File: src/rtl/mul_div_if.sv
// Request/result bundle for mul_div_unit.
//   start_i : request, accepted only when the unit is idle or just finished
//   op_i    : 00 MULTU, 01 MULT, 10 DIVU, 11 DIV
//   src1_i  : multiplicand / dividend
//   src2_i  : multiplier / divisor
//   busy_o  : operation in progress
//   done_o  : one-cycle pulse, hi_o/lo_o valid
//   hi_o    : product upper half / remainder
//   lo_o    : product lower half / quotient
interface mul_div_if #(
  parameter int unsigned size = 32
);
  logic            start_i;
  logic [1:0]      op_i;
  logic [size-1:0] src1_i;
  logic [size-1:0] src2_i;
  logic            busy_o;
  logic            done_o;
  logic [size-1:0] hi_o;
  logic [size-1:0] lo_o;

  modport slave (
    input  start_i, op_i, src1_i, src2_i,
    output busy_o, done_o, hi_o, lo_o
  );

  modport master (
    output start_i, op_i, src1_i, src2_i,
    input  busy_o, done_o, hi_o, lo_o
  );
endinterface

File: src/rtl/mul_div_unit.sv
// Iterative multiply/divide unit: one shift-add or restoring shift-subtract step per cycle on
// operand magnitudes, followed by a sign-fix cycle. Latency is size+2 edges from accept to done.
// Ports:
//   clk_i : clock, rising edge
//   rst_i : asynchronous active-low reset
//   bus   : mul_div_if slave (start/op/operands in, busy/done/hi/lo out)
module mul_div_unit #(
  parameter int unsigned size = 32
) (
  input logic      clk_i,
  input logic      rst_i,
  mul_div_if.slave bus
);

  localparam int unsigned CntW = $clog2(size);

  localparam logic [1:0] StIdle = 2'd0;
  localparam logic [1:0] StBusy = 2'd1;
  localparam logic [1:0] StFix  = 2'd2;
  localparam logic [1:0] StDone = 2'd3;

  logic [1:0]      state_q, state_d;
  logic [CntW-1:0] cnt_q, cnt_d;
  logic            is_div_q, is_div_d;
  logic            neg_res_q, neg_res_d;   // product / quotient must be negated
  logic            neg_rem_q, neg_rem_d;   // remainder must be negated (dividend negative)
  logic            div_zero_q, div_zero_d;
  logic [size-1:0] acc_hi_q, acc_hi_d;     // running product high / partial remainder
  logic [size-1:0] acc_lo_q, acc_lo_d;     // multiplier bits / dividend bits -> quotient
  logic [size-1:0] b_q, b_d;               // multiplicand or divisor magnitude
  logic [size-1:0] src1_q, src1_d;         // raw dividend, returned on divide by zero
  logic [size-1:0] hi_q, hi_d;
  logic [size-1:0] lo_q, lo_d;

  logic            accept;
  logic            a_neg, b_neg;
  logic [size-1:0] a_mag, b_mag;
  logic [size:0]   mul_sum;
  logic [size:0]   rem_shift;
  logic            div_ge;
  logic [size-1:0] div_sub;
  logic [2*size-1:0] prod, prod_neg;
  logic [size-1:0] fix_hi, fix_lo;

  assign accept = bus.start_i && ((state_q == StIdle) || (state_q == StDone));

  // op_i[0] selects signed operation for both multiply and divide
  assign a_neg = bus.op_i[0] & bus.src1_i[size-1];
  assign b_neg = bus.op_i[0] & bus.src2_i[size-1];
  assign a_mag = a_neg ? (~bus.src1_i + 1'b1) : bus.src1_i;
  assign b_mag = b_neg ? (~bus.src2_i + 1'b1) : bus.src2_i;

  // Multiply step: add multiplicand when current multiplier bit is set, then shift right.
  assign mul_sum = {1'b0, acc_hi_q} + (acc_lo_q[0] ? {1'b0, b_q} : {(size+1){1'b0}});

  // Divide step: shift next dividend bit into the remainder and try subtracting the divisor.
  // When the trial succeeds the difference fits in size bits, so the narrow subtract suffices.
  assign rem_shift = {acc_hi_q, acc_lo_q[size-1]};
  assign div_ge    = rem_shift >= {1'b0, b_q};
  assign div_sub   = rem_shift[size-1:0] - b_q;

  assign prod     = {acc_hi_q, acc_lo_q};
  assign prod_neg = ~prod + 1'b1;

  // Sign correction applied in FIX. The signed overflow case (most-negative / -1) falls out
  // naturally: magnitude quotient is 2^(size-1), signs agree, remainder is zero.
  always_comb begin
    fix_hi = acc_hi_q;
    fix_lo = acc_lo_q;
    if (!is_div_q) begin
      if (neg_res_q) begin
        fix_hi = prod_neg[2*size-1:size];
        fix_lo = prod_neg[size-1:0];
      end
    end else if (div_zero_q) begin
      fix_hi = src1_q;
      fix_lo = {size{1'b1}};
    end else begin
      if (neg_res_q) fix_lo = ~acc_lo_q + 1'b1;
      if (neg_rem_q) fix_hi = ~acc_hi_q + 1'b1;
    end
  end

  always_comb begin
    state_d    = state_q;
    cnt_d      = cnt_q;
    is_div_d   = is_div_q;
    neg_res_d  = neg_res_q;
    neg_rem_d  = neg_rem_q;
    div_zero_d = div_zero_q;
    acc_hi_d   = acc_hi_q;
    acc_lo_d   = acc_lo_q;
    b_d        = b_q;
    src1_d     = src1_q;
    hi_d       = hi_q;
    lo_d       = lo_q;

    if (accept) begin
      state_d    = StBusy;
      cnt_d      = '0;
      is_div_d   = bus.op_i[1];
      neg_res_d  = a_neg ^ b_neg;
      neg_rem_d  = a_neg;
      div_zero_d = (bus.src2_i == '0);
      acc_hi_d   = '0;
      src1_d     = bus.src1_i;
      if (bus.op_i[1]) begin
        acc_lo_d = a_mag;
        b_d      = b_mag;
      end else begin
        acc_lo_d = b_mag;
        b_d      = a_mag;
      end
    end else begin
      case (state_q)
        StBusy: begin
          if (is_div_q) begin
            acc_hi_d = div_ge ? div_sub : rem_shift[size-1:0];
            acc_lo_d = {acc_lo_q[size-2:0], div_ge};
          end else begin
            acc_hi_d = mul_sum[size:1];
            acc_lo_d = {mul_sum[0], acc_lo_q[size-1:1]};
          end
          cnt_d = cnt_q + 1'b1;
          if (cnt_q == CntW'(size - 1)) state_d = StFix;
        end
        StFix: begin
          hi_d    = fix_hi;
          lo_d    = fix_lo;
          state_d = StDone;
        end
        StDone:  state_d = StIdle;
        default: state_d = StIdle;
      endcase
    end
  end

  always_ff @(posedge clk_i or negedge rst_i) begin
    if (!rst_i) begin
      state_q    <= StIdle;
      cnt_q      <= '0;
      is_div_q   <= 1'b0;
      neg_res_q  <= 1'b0;
      neg_rem_q  <= 1'b0;
      div_zero_q <= 1'b0;
      acc_hi_q   <= '0;
      acc_lo_q   <= '0;
      b_q        <= '0;
      src1_q     <= '0;
      hi_q       <= '0;
      lo_q       <= '0;
    end else begin
      state_q    <= state_d;
      cnt_q      <= cnt_d;
      is_div_q   <= is_div_d;
      neg_res_q  <= neg_res_d;
      neg_rem_q  <= neg_rem_d;
      div_zero_q <= div_zero_d;
      acc_hi_q   <= acc_hi_d;
      acc_lo_q   <= acc_lo_d;
      b_q        <= b_d;
      src1_q     <= src1_d;
      hi_q       <= hi_d;
      lo_q       <= lo_d;
    end
  end

  assign bus.busy_o = (state_q == StBusy) || (state_q == StFix);
  assign bus.done_o = (state_q == StDone);
  assign bus.hi_o   = hi_q;
  assign bus.lo_o   = lo_q;

endmodule

File: src/flat_wrapper.sv
// flat-port wrapper written by rule: the top's interface ports become plain ports
module mul_div_unit_flat 
#(
  parameter int unsigned size = 32
)
  (clk_i, rst_i, bus_start_i, bus_op_i, bus_src1_i, bus_src2_i, bus_busy_o, bus_done_o, bus_hi_o, bus_lo_o);
  mul_div_if #(.size(size)) bus_i ();
  input logic clk_i;
  input logic rst_i;
  input wire logic [$bits(bus_i.start_i)-1:0] bus_start_i;
  input wire logic [$bits(bus_i.op_i)-1:0] bus_op_i;
  input wire logic [$bits(bus_i.src1_i)-1:0] bus_src1_i;
  input wire logic [$bits(bus_i.src2_i)-1:0] bus_src2_i;
  output wire logic [$bits(bus_i.busy_o)-1:0] bus_busy_o;
  output wire logic [$bits(bus_i.done_o)-1:0] bus_done_o;
  output wire logic [$bits(bus_i.hi_o)-1:0] bus_hi_o;
  output wire logic [$bits(bus_i.lo_o)-1:0] bus_lo_o;
  assign bus_i.start_i = bus_start_i;
  assign bus_i.op_i = bus_op_i;
  assign bus_i.src1_i = bus_src1_i;
  assign bus_i.src2_i = bus_src2_i;
  assign bus_busy_o = bus_i.busy_o;
  assign bus_done_o = bus_i.done_o;
  assign bus_hi_o = bus_i.hi_o;
  assign bus_lo_o = bus_i.lo_o;
  mul_div_unit #(.size(size)) u_core (.clk_i(clk_i), .rst_i(rst_i), .bus(bus_i));
endmodule
File: config.mk
export PLATFORM = sky130hd
export DESIGN_NAME = mul_div_unit_flat
export DESIGN_NICKNAME = d
export VERILOG_FILES = /design/src/rtl/mul_div_if.sv /design/src/rtl/mul_div_unit.sv /design/src/flat_wrapper.sv
export SDC_FILE = /design/constraint.sdc
export NUM_CORES = 1
export LEC_CHECK = 0
export BUFFER_PORTS_ARGS = -buffer_cell sky130_fd_sc_hd__buf_2
export CAP_MARGIN = 10
export CORE_MARGIN = 4
export CORE_UTILIZATION = 50
export DETAILED_ROUTE_END_ITERATION = 10
export PLACE_DENSITY = 0.83
export SLEW_MARGIN = 20
export SYNTH_ARGS = -nofsm -noshare
export SYNTH_HDL_FRONTEND = slang
export SYNTH_SLANG_ARGS = --single-unit
File: constraint.sdc
create_clock -name clk_i -period 3.4 [get_ports clk_i]
set_input_delay 0.68 -clock clk_i [delete_from_list [all_inputs] [get_ports clk_i]]
set_output_delay 0.68 -clock clk_i [all_outputs]
set_load 0.02 [all_outputs]
; ---- Word level (Yosys, flattened, before mapping)
; Index checks and enable logic that the tools add are counted.
[word_totals]
ram_bits = 0
register_bits = 203
latchBits = 0
out_inout_bits = 66
memories = 0
elab_cells = 67
romBits = 0
[classes]
n_bitwise = 9
magnitude_cmp = 1
n_shift = 0
n_mux = 25
div = 0
addsub = 8
eq_ne = 5
reduce_logical = 7
multipliers = 0
[ops]
columns = op, n
row1 = 2-to-1 mux 32 bit, 20
row2 = "adder 32 x 1 -> 32 bit, second input constant", 4
row3 = inverter 32 bit, 4
row4 = "adder 64 x 1 -> 64 bit, second input constant", 1
row5 = inverter 64 bit, 1
row6 = adder 32 x 33 -> 33 bit, 1
row7 = greater-or-equal comparator 33 x 32 -> 1 bit, 1
row8 = logical NOT 32 bit, 1
row9 = subtractor 32 bit, 1
row10 = 2-to-1 mux 5 bit, 2
row11 = "adder 5 x 1 -> 5 bit, second input constant", 1
row12 = "equality test 5 bit, second input constant", 1
row13 = "equality test 2 bit, second input constant", 2
row14 = 2-to-1 mux 2 bit, 2
row15 = case mux 2 bit (2 select lines), 1
row16 = "inequality test 3 x 1 -> 1 bit, second input constant", 1
row17 = AND 1 bit, 2
row18 = "equality test 2 x 1 -> 1 bit, second input constant", 1
row19 = logical NOT 2 bit, 1
row20 = logical OR 1 bit, 2
row21 = AND reduction 2 bit, 1
row22 = nonzero test 2 bit, 1
row23 = logical AND 1 bit, 1
row24 = inverter 1 bit, 1
row25 = bitwise XOR 1 bit, 1

; ---- Depth between registers and ports, before layout
; Gate-level depths: netlist of run 1.
[logic_depth]
ltp_word = 5
depth_mapped = 15

; ---- Worst setup path after synthesis of run 1
; OpenSTA, ideal clock, no wires.
[synth_path]
path_type = reg2reg
startpoint = register u_core.acc_hi_q[9]
endpoint = register u_core.acc_hi_q[5]
path_stages_with_launch = 14
arrival_ns = 3.260
synth_period_minus_slack_ns = 3.361
path_slack_ns = 0.039
required_ns = 3.299
n_path_buf = 2
cell_sequence = dfrtp_1 -> ha_1 -> clkbuf_1 -> nand2_1 -> or3b_2 -> o21ai_0 -> o2111ai_1 -> a311oi_1 -> o21ai_1 -> a21oi_1 -> nor2_1 -> clkbuf_1 -> o211a_1 -> o32ai_1
[synth_between]
elab_chain_cells = 5
[synth_rtl]
columns = item, line
row1 = "start, declared", mul_div_unit.sv:28  ; logic [size-1:0] acc_hi_q, acc_hi_d;
row2 = "start signal, assigned", mul_div_unit.sv:159  ; acc_hi_q <= acc_hi_d;
row3 = greater-or-equal comparator 33 x 32 -> 1 bit, mul_div_unit.sv:59  ; assign div_ge = rem_shift >= {1'b0, b_q};
row4 = 2-to-1 mux 32 bit, mul_div_unit.sv:118  ; acc_hi_d = div_ge ? div_sub : rem_shift[size-1:0];
row5 = 2-to-1 mux 32 bit, mul_div_unit.sv:117  ; if (is_div_q) begin
row6 = 2-to-1 mux 32 bit, mul_div_unit.sv:115  ; case (state_q)
row7 = 2-to-1 mux 32 bit, mul_div_unit.sv:98  ; if (accept) begin
; Every way passes these cells. The select of a mux whose other input is x is not followed.
; A chain may end at the register's enable or synchronous reset.

; ---- Final worst setup path of run 1
[layout_path]
startpoint = register u_core.acc_hi_q[17]
endpoint = register u_core.hi_q[30], in the netlist u_core.bus.hi_o[30]
[layout_between]
elab_chain_cells = 5
word_cells_on_any_way = 8
classes_between = add/sub: 2 / mux: 4 / bitwise: 2
[layout_rtl]
columns = item, line
row1 = inverter 32 bit, mul_div_unit.sv:80  ; if (neg_rem_q) fix_hi = ~acc_hi_q + 1'b1;
row2 = adder 32 x 1 -> 32 bit, mul_div_unit.sv:80
row3 = 2-to-1 mux 32 bit, mul_div_unit.sv:80
row4 = 2-to-1 mux 32 bit, mul_div_unit.sv:75  ; end else if (div_zero_q) begin
row5 = 2-to-1 mux 32 bit *, mul_div_unit.sv:70  ; if (!is_div_q) begin
row6 = "end signal, assigned", mul_div_unit.sv:163  ; hi_q <= hi_d;
row7 = "end, declared", mul_div_unit.sv:32  ; logic [size-1:0] hi_q, hi_d;
; Every way passes the cells marked *; elsewhere a longest branch is shown, timed or not.

==> metrics, run 1 <==
clock-pin slew on the worst setup and hold paths=approximately 0.060 ns; status=complete, no violations; most common cell after layout, fill and taps aside=nand2_1; initial antenna violation count=1; CORE AREA=between 0.03 and 0.04 mm2; Final nets=approximately 2,400; Reg-to-Reg Start=u_core.acc_hi_q[17]$_DFFE_PN0P_; Routed WL per cell=22.71 um; Synth Area in XOR/XNOR=11.05%; Synth Cell Area=0.01657 mm2; DRC=0; Detailed Routing Iterations Pass 1=7; RR Endpoint=u_core.bus.hi_o[30]$_DFFE_PN0P_; CTS Root Cell=clkbuf_16; CTS buffer count=24; fmax=roughly 300 MHz; Die Area=between 0.03 and 0.04 mm2; Worst Path Max Fanout=4; fraction of layout cells with a size suffix above 1=17.97%; reg2reg setup slack=just under 0.08 ns; critical path class=reg2reg; vias in the first global route=roughly 16,000; gp weighted congestion=1.015; Final HPWL DP=around 47 mm; Final ANT Viol Nets=0; CTS tree=built; count of final max-slew check failures=0; via density per instance=~6.3; # rows=66; Initial Util=around half; syn avg cell area=about 8 um2; FF+latch count, synth=203; fin crit period=3.323 ns; EDFF count, synth=0; Routed WL=approximately 63 mm; first-pass GRT wire length=around 95 mm; Area Growth Syn to Fin=19.12%; Compound-Gate Fraction of Synth Area=between 20 and 25%; final hold vios=0; post-synthesis mux area share=under 10%; Register-to-Register Path Depth=10; TritonCTS Sinks=203; # IOs=about 140; peak supply drop=about 900 uV; Setup-failing EPs final=0; dominant synthesized flop cell=dfrtp_1; main combinational cell family by area after synthesis=compound AO/OA/AOI/OAI gates; crit-path cells=or4_4, or2_4, or3_4, or3_4, or3_4, or2_4, o31ai_4, xor2_1, mux2i_1, mux2_4; fin cells=around 2,800; Fill cells=around 2,900; pin count of the biggest net entering global routing=103; CP required=~3.8 ns; Overall Power=roughly 22 mW; Die Y=roughly 190 um; Vias=between 15,000 and 20,000; WP data arrival=approximately 3.7 ns; Yosys Warn Count=0; Worst Clk Skew=around 0.017 ns; max incr delay on CP=between 0.5 and 0.6 ns; Seq/Total Area, Yosys=30.66%; GRT overflow=0; Distinct cells, synth=75; CTS Buffer Depth=3; slew of the pin with the lowest slew margin=between 0.8 and 0.9 ns; Synth Area in Simple Gates=a little under a fifth; Synth Area in Adders=5.755%; syn nets=2,267; Post-Synthesis Cells=~2,100; Worst-Skew Late Latency=0.54 ns; Cell Pwr Density=roughly 1100 mW/mm2; Final Cycle Share=97.72%; Async SR Flop Fraction=between 90% and 100%; multi-input logic area=~0.011 mm2; most frequent cells in the layout=nand2_1 (298), o21ai_0 (217), dfrtp_1 (200), nor2_1 (188), a21oi_1 (166); Worst Hold Class=in2async; DR iter-0 viols=about 2,000; CP Capture Type=flip-flop; Most common cell on crit path=or3_4; P_leak=between 8 and 9 nW; Slew headroom=~43%; max-capacitance violation count=0; crit path max-delay cell type=or4_4; H-tree levels=1; RSZ-0062 raised after global routing=true; Die Width=around 190 um; number of port buffers=about 130; GRT Util Overall=between 30% and 40%; placed cell count=~2,700; n_diodes=0; crit start category=flip-flop; FF+latch area=between 0.005 and 0.006 mm2
==> repair_timing <==
action / CTS / global route
pin swaps: 2 / 6
hold buffers: 0 / 0
setup endpoints to repair: 13 / 47
buffers inserted: 0 / 3
resized for setup: 8 / 49
hold endpoints to repair: 0 / 0
==> power breakdown <==
part | switching, mW | leakage (nW) | internal (mW)
Sequential | 1.20 | 2.47 | 3.58
Combinational | 8.68 | 5.85 | 5.68
Clock | 1.08 | 0.427 | 1.73
Total | 11.0 | 8.74 | 11.0
==> final cells by class <==
class	count	share of cell area (%)
clock inverters	6	0.5897
multi-input cells	1706	55.35
well taps	442	2.802
repair buffers	300	10.38
inverters	69	1.312
clock buffers	36	3.779
flip-flops and latches	203	25.79
==> worst max-delay path by stage <==
stage,from,slack [ns],depth (start not counted),end
4_1_cts,u_core.acc_lo_q[12]$_DFFE_PN0P_,0.003,10,u_core.bus.hi_o[8]$_DFFE_PN0P_
5_1_grt,u_core.acc_hi_q[0]$_DFFE_PN0P_,-0.02,11,u_core.bus.hi_o[25]$_DFFE_PN0P_
3_3_place_gp,u_core.acc_lo_q[0]$_DFFE_PN0P_,-0.04,16,u_core.acc_hi_q[28]$_DFFE_PN0P_
2_1_floorplan,u_core.acc_hi_q[9]$_DFFE_PN0P_,0.04,13,u_core.acc_hi_q[5]$_DFFE_PN0P_
6_report,u_core.acc_hi_q[17]$_DFFE_PN0P_,0.08,10,u_core.bus.hi_o[30]$_DFFE_PN0P_
3_5_place_dp,u_core.acc_lo_q[0]$_DFFE_PN0P_,-0.06,16,u_core.acc_hi_q[28]$_DFFE_PN0P_
==> per-stage QoR <==
stage	hold slack (ns)	worst slack (ns)	utilization [%]	setup TNS (ns)	area, um2
2_1_floorplan	0.3844	0.03908	-	0	16570
3_3_place_gp	0.4599	-0.04376	57.02	-0.04450	18600
3_5_place_dp	0.4608	-0.06437	57.02	-0.1138	18600
4_1_cts	0.09403	0.003221	59.75	0	19490
5_1_grt	0.09748	-0.02325	60.50	-0.09968	19730
6_report	0.08639	0.07746	60.50	0	19730
==> synthesized netlist by cell type (all sizes together), types with 6 or more instances <==
cell / n / area [um2]
o211ai: 64 / 480.5
or4: 16 / 123.9
a31oi: 19 / 118.9
nor4: 11 / 68.82
xor2: 116 / 1016
o211a: 12 / 120.1
nand2: 299 / 1122
a21oi: 168 / 840.8
o21a: 10 / 75.07
o221ai: 14 / 122.6
and3: 6 / 37.54
nor2b: 12 / 75.07
nor2: 191 / 716.9
o41ai: 10 / 87.58
xnor2: 93 / 814.5
a21o: 29 / 217.7
o22ai: 12 / 75.07
inv: 69 / 259.0
mux2: 10 / 116.4
o31ai: 32 / 254.0
nand3: 35 / 175.2
dfrtp: 203 / 5080
o21bai: 8 / 60.06
o21ai: 226 / 1131
ha: 73 / 913.4
or3: 20 / 146.4
a22oi: 6 / 45.04
a211oi: 10 / 75.07
clkbuf: 121 / 455.4
nand3b: 7 / 52.55
o2111ai: 6 / 52.55
buf: 23 / 103.9
and2: 10 / 62.56
nand4: 14 / 87.58
mux2i: 57 / 570.6
or2: 8 / 52.56
nand2b: 31 / 193.9
nor3: 26 / 130.1
==> flip-flops by register name, summed over array words and instances (netlist names) <==
register,cells
u_core.acc_hi_q,32
u_core.acc_lo_q,32
u_core.b_q,32
u_core.bus.hi_o,32
u_core.bus.lo_o,32
u_core.src1_q,32
u_core.cnt_q,5
u_core.state_q,2
u_core.div_zero_q,1
u_core.is_div_q,1
u_core.neg_rem_q,1
u_core.neg_res_q,1
==> cell families after synthesis <==
logic type | Yosys count
and+or+nand+nor | 701
AOI/OAI and AO/OA | 654
buffers and inverters | 214
xor gates and xnor gates | 209
DFF | 203
adders and majority gates | 75
muxes | 67
==> metal layers <==
layer,share of wire (%),GRT usage (%)
met2,44,50.77
met4,5.6,15.64
met3,10,7.083
met1,40,44.97
met5,0.13,1.648
==> critical path: cells and delay by family, from the launching register on <==
family          cells  cell delay [ns]
flops               1             0.39
xor+xnor            1             0.17
simple gates        6             2.15
compound gates      1             0.17
mux                 2             0.34
No activity file was read; power rests on OpenSTA's default activity.
==> inputs of run 2 (changes only) <==
--- a/config.mk
+++ b/config.mk
@@ -7,10 +7,13 @@
 export LEC_CHECK = 0
 export BUFFER_PORTS_ARGS = -buffer_cell sky130_fd_sc_hd__buf_2
 export CAP_MARGIN = 10
+export CELL_PAD_IN_SITES_DETAIL_PLACEMENT = 0
+export CELL_PAD_IN_SITES_GLOBAL_PLACEMENT = 1
 export CORE_MARGIN = 4
-export CORE_UTILIZATION = 50
+export CORE_UTILIZATION = 42
 export DETAILED_ROUTE_END_ITERATION = 10
-export PLACE_DENSITY = 0.83
+export MAX_ROUTING_LAYER = met4
+export PLACE_DENSITY = 0.91
 export SLEW_MARGIN = 20
 export SYNTH_ARGS = -nofsm -noshare
 export SYNTH_HDL_FRONTEND = slang
==> metrics, run 2 (synthesis results as in run 1) <==
status=complete, no violations; most common cell after layout, fill and taps aside=nand2_1; initial antenna violation count=7 (+6); Final nets=2,499 (+2.1%); peak supply drop=422.3 uV (-53%); Initial Util=42.67% (-8.1 points); first-pass GRT wire length=95.84 mm (+1.0%); Routed WL=63.51 mm (+1.3%); CORE AREA=0.03883 mm2 (+19%); H-tree levels=1 (unchanged); CTS Root Cell=clkbuf_16; fraction of layout cells with a size suffix above 1=19.50% (+1.5 points); via density per instance=5.966 (-5.4%); final hold vios=0 (unchanged); Cell Pwr Density=1104 mW/mm2 (-0.71%); fin crit period=3.336 ns (+0.01329 ns); WP data arrival=3.78 ns (+0.04 ns); fin util=51.87% (-8.6 points); Die Width=206.6 um (+8.7%); Worst Clk Skew=0.01101 ns (-0.005936 ns); TritonCTS Sinks=203 (unchanged); Vias=17,300 (-0.75%); RSZ-0062 raised after global routing=true; fmax=299.8 MHz (-0.40%); number of port buffers=134 (unchanged); # rows=72 (+9.1%); GRT Util Overall=29.46% (-3.8 points); clock-pin slew on the worst setup and hold paths=0.06 ns (about the same); Slew headroom=31.96% (-11 points); CP Capture Type=flip-flop; Setup-failing EPs final=0 (unchanged); CTS Buffer Depth=3 (unchanged); DR iter-0 viols=1,910 (-6.5%); Final Cycle Share=98.11% (+0.39 points); crit-path cells=or4_4, or2_4, or3_4, or3_4, or3_4, or2_4, o31ai_4, xor2_1, mux2i_1, mux2_4; max incr delay on CP=0.57 ns (about the same); Routed WL per cell=21.91 um (-3.5%); Worst Hold Class=in2async; crit start category=flip-flop; setup TNS=0 ns (unchanged); post-cts hold buffer count=0 (unchanged); max-capacitance violation count=0 (unchanged); CTS buffer count=26 (+8.3%); most frequent cells in the layout=nand2_1 (298), o21ai_0 (219), buf_4 (208), dfrtp_1 (199), nor2_1 (189); Hold Slack=0.1145 ns (+0.02814 ns); vias in the first global route=16,230 (-1.4%); P_leak=8.946 nW (+2.3%); count of final max-slew check failures=0 (unchanged); pin count of the biggest net entering global routing=86 (-17%); Area Growth Syn to Fin=21.58%; # IOs=135 (unchanged); Die Y=206.6 um (+8.7%); slew of the pin with the lowest slew margin=1.021 ns (+0.1605 ns); critical path class=reg2reg; GRT overflow=0 (unchanged); Worst Path Max Fanout=4 (unchanged); gp weighted congestion=1.009 (-0.63%); CP required=3.84 ns (+0.02 ns); Worst-Skew Late Latency=0.56 ns (+0.02 ns); Most common cell on crit path=or3_4; crit path max-delay cell type=or4_4; Detailed Routing Iterations Pass 1=7 (unchanged); Die Area=0.04268 mm2 (+18%); Final ANT Viol Nets=0 (unchanged); Final HPWL DP=48.65 mm (+2.6%); DRC=0 (unchanged); CTS tree=built
[run 2: changes by cell type in the layout (fill, tap and decap cells not counted), moves of 3 or more]
| cell | before | now |
|---|---|---|
| clkinvlp_4 | 0 | 4 |
| diode_2 | 0 | 7 |
| clkbuf_8 | 11 | 5 |
| inv_1 | 69 | 66 |
| buf_4 | 157 | 208 |
| clkbuf_1 | 2 | 6 |
[run 2: metal layers]
metal | up-vias | routed length (um) | global-route usage [%]
li1 | 7992 | - | -
met1 | 8295 | 26780 | 40.10
met2 | 854 | 28360 | 44.61
met3 | 155 | 5789 | 4.734
met4 | 0 | 2579 | 10.65
met5 | - | 0 | -
[run 2: worst paths after layout]
kind	slack, ns	end	from	cells after the start
min in group clk_i	0.40	u_core.src1_q[10]$_DFFE_PN0P_	bus_src1_i[10]	3
max	0.06	u_core.bus.hi_o[30]$_DFFE_PN0P_	u_core.acc_hi_q[18]$_DFFE_PN0P_	10
max reg2reg	0.06	u_core.bus.hi_o[30]$_DFFE_PN0P_	u_core.acc_hi_q[18]$_DFFE_PN0P_	10
min reg2reg	0.48	u_core.src1_q[12]$_DFFE_PN0P_	u_core.src1_q[12]$_DFFE_PN0P_	2
max in group asynchronous	2.39	u_core.is_div_q$_DFFE_PN0P_	rst_i	2
min	0.11	u_core.bus.lo_o[9]$_DFFE_PN0P_	rst_i	1
[run 2: cell type report]
cell class,count,area (um2)
multi-input cells,1706,10880
inverters,69,261.5
repair buffers,349,2387
clock inverters,11,133.9
flip-flops and latches,203,5087
fillers,3726,18690
well taps,518,648.1
diodes,7,17.52
clock buffers,36,728.2
[run 2: worst max-delay path, delay by kind of cell (launching register included)]
family | cells | cell delay [ns]
AND/OR/NAND/NOR | 6 | 2.16
XOR/XNOR | 1 | 0.15
multiplexers | 2 | 0.37
flip-flops | 1 | 0.38
AO/OA/AOI/OAI | 1 | 0.17
[run 2: report_power, final]
part	switching, mW	internal, mW
clock network	1.16	1.65
registers	1.13	3.58
logic	8.74	5.98
[run 2: metrics by stage]
step / instance area [um2] / setup slack, ns / power (mW) / cells
after detailed placement: 19020 / -0.1102 / 18.76 / 2838
final: 20140 / 0.06417 / 22.24 / 2899
after global placement: 19020 / -0.1135 / 18.56 / 2838
after floorplan: 16570 / 0.03908 / 13.40 / 2123
after CTS: 19910 / 0.01114 / 21.69 / 2885
after global routing: 20140 / -0.08967 / 23.72 / 2899
[run 2: what timing repair did]
| item | CTS | global route |
|---|---|---|
| setup buffers | 0 | 7 |
| pin swaps | 0 | 12 |
| resized for setup | 8 | 40 |
| setup endpoints to repair | 17 | 45 |
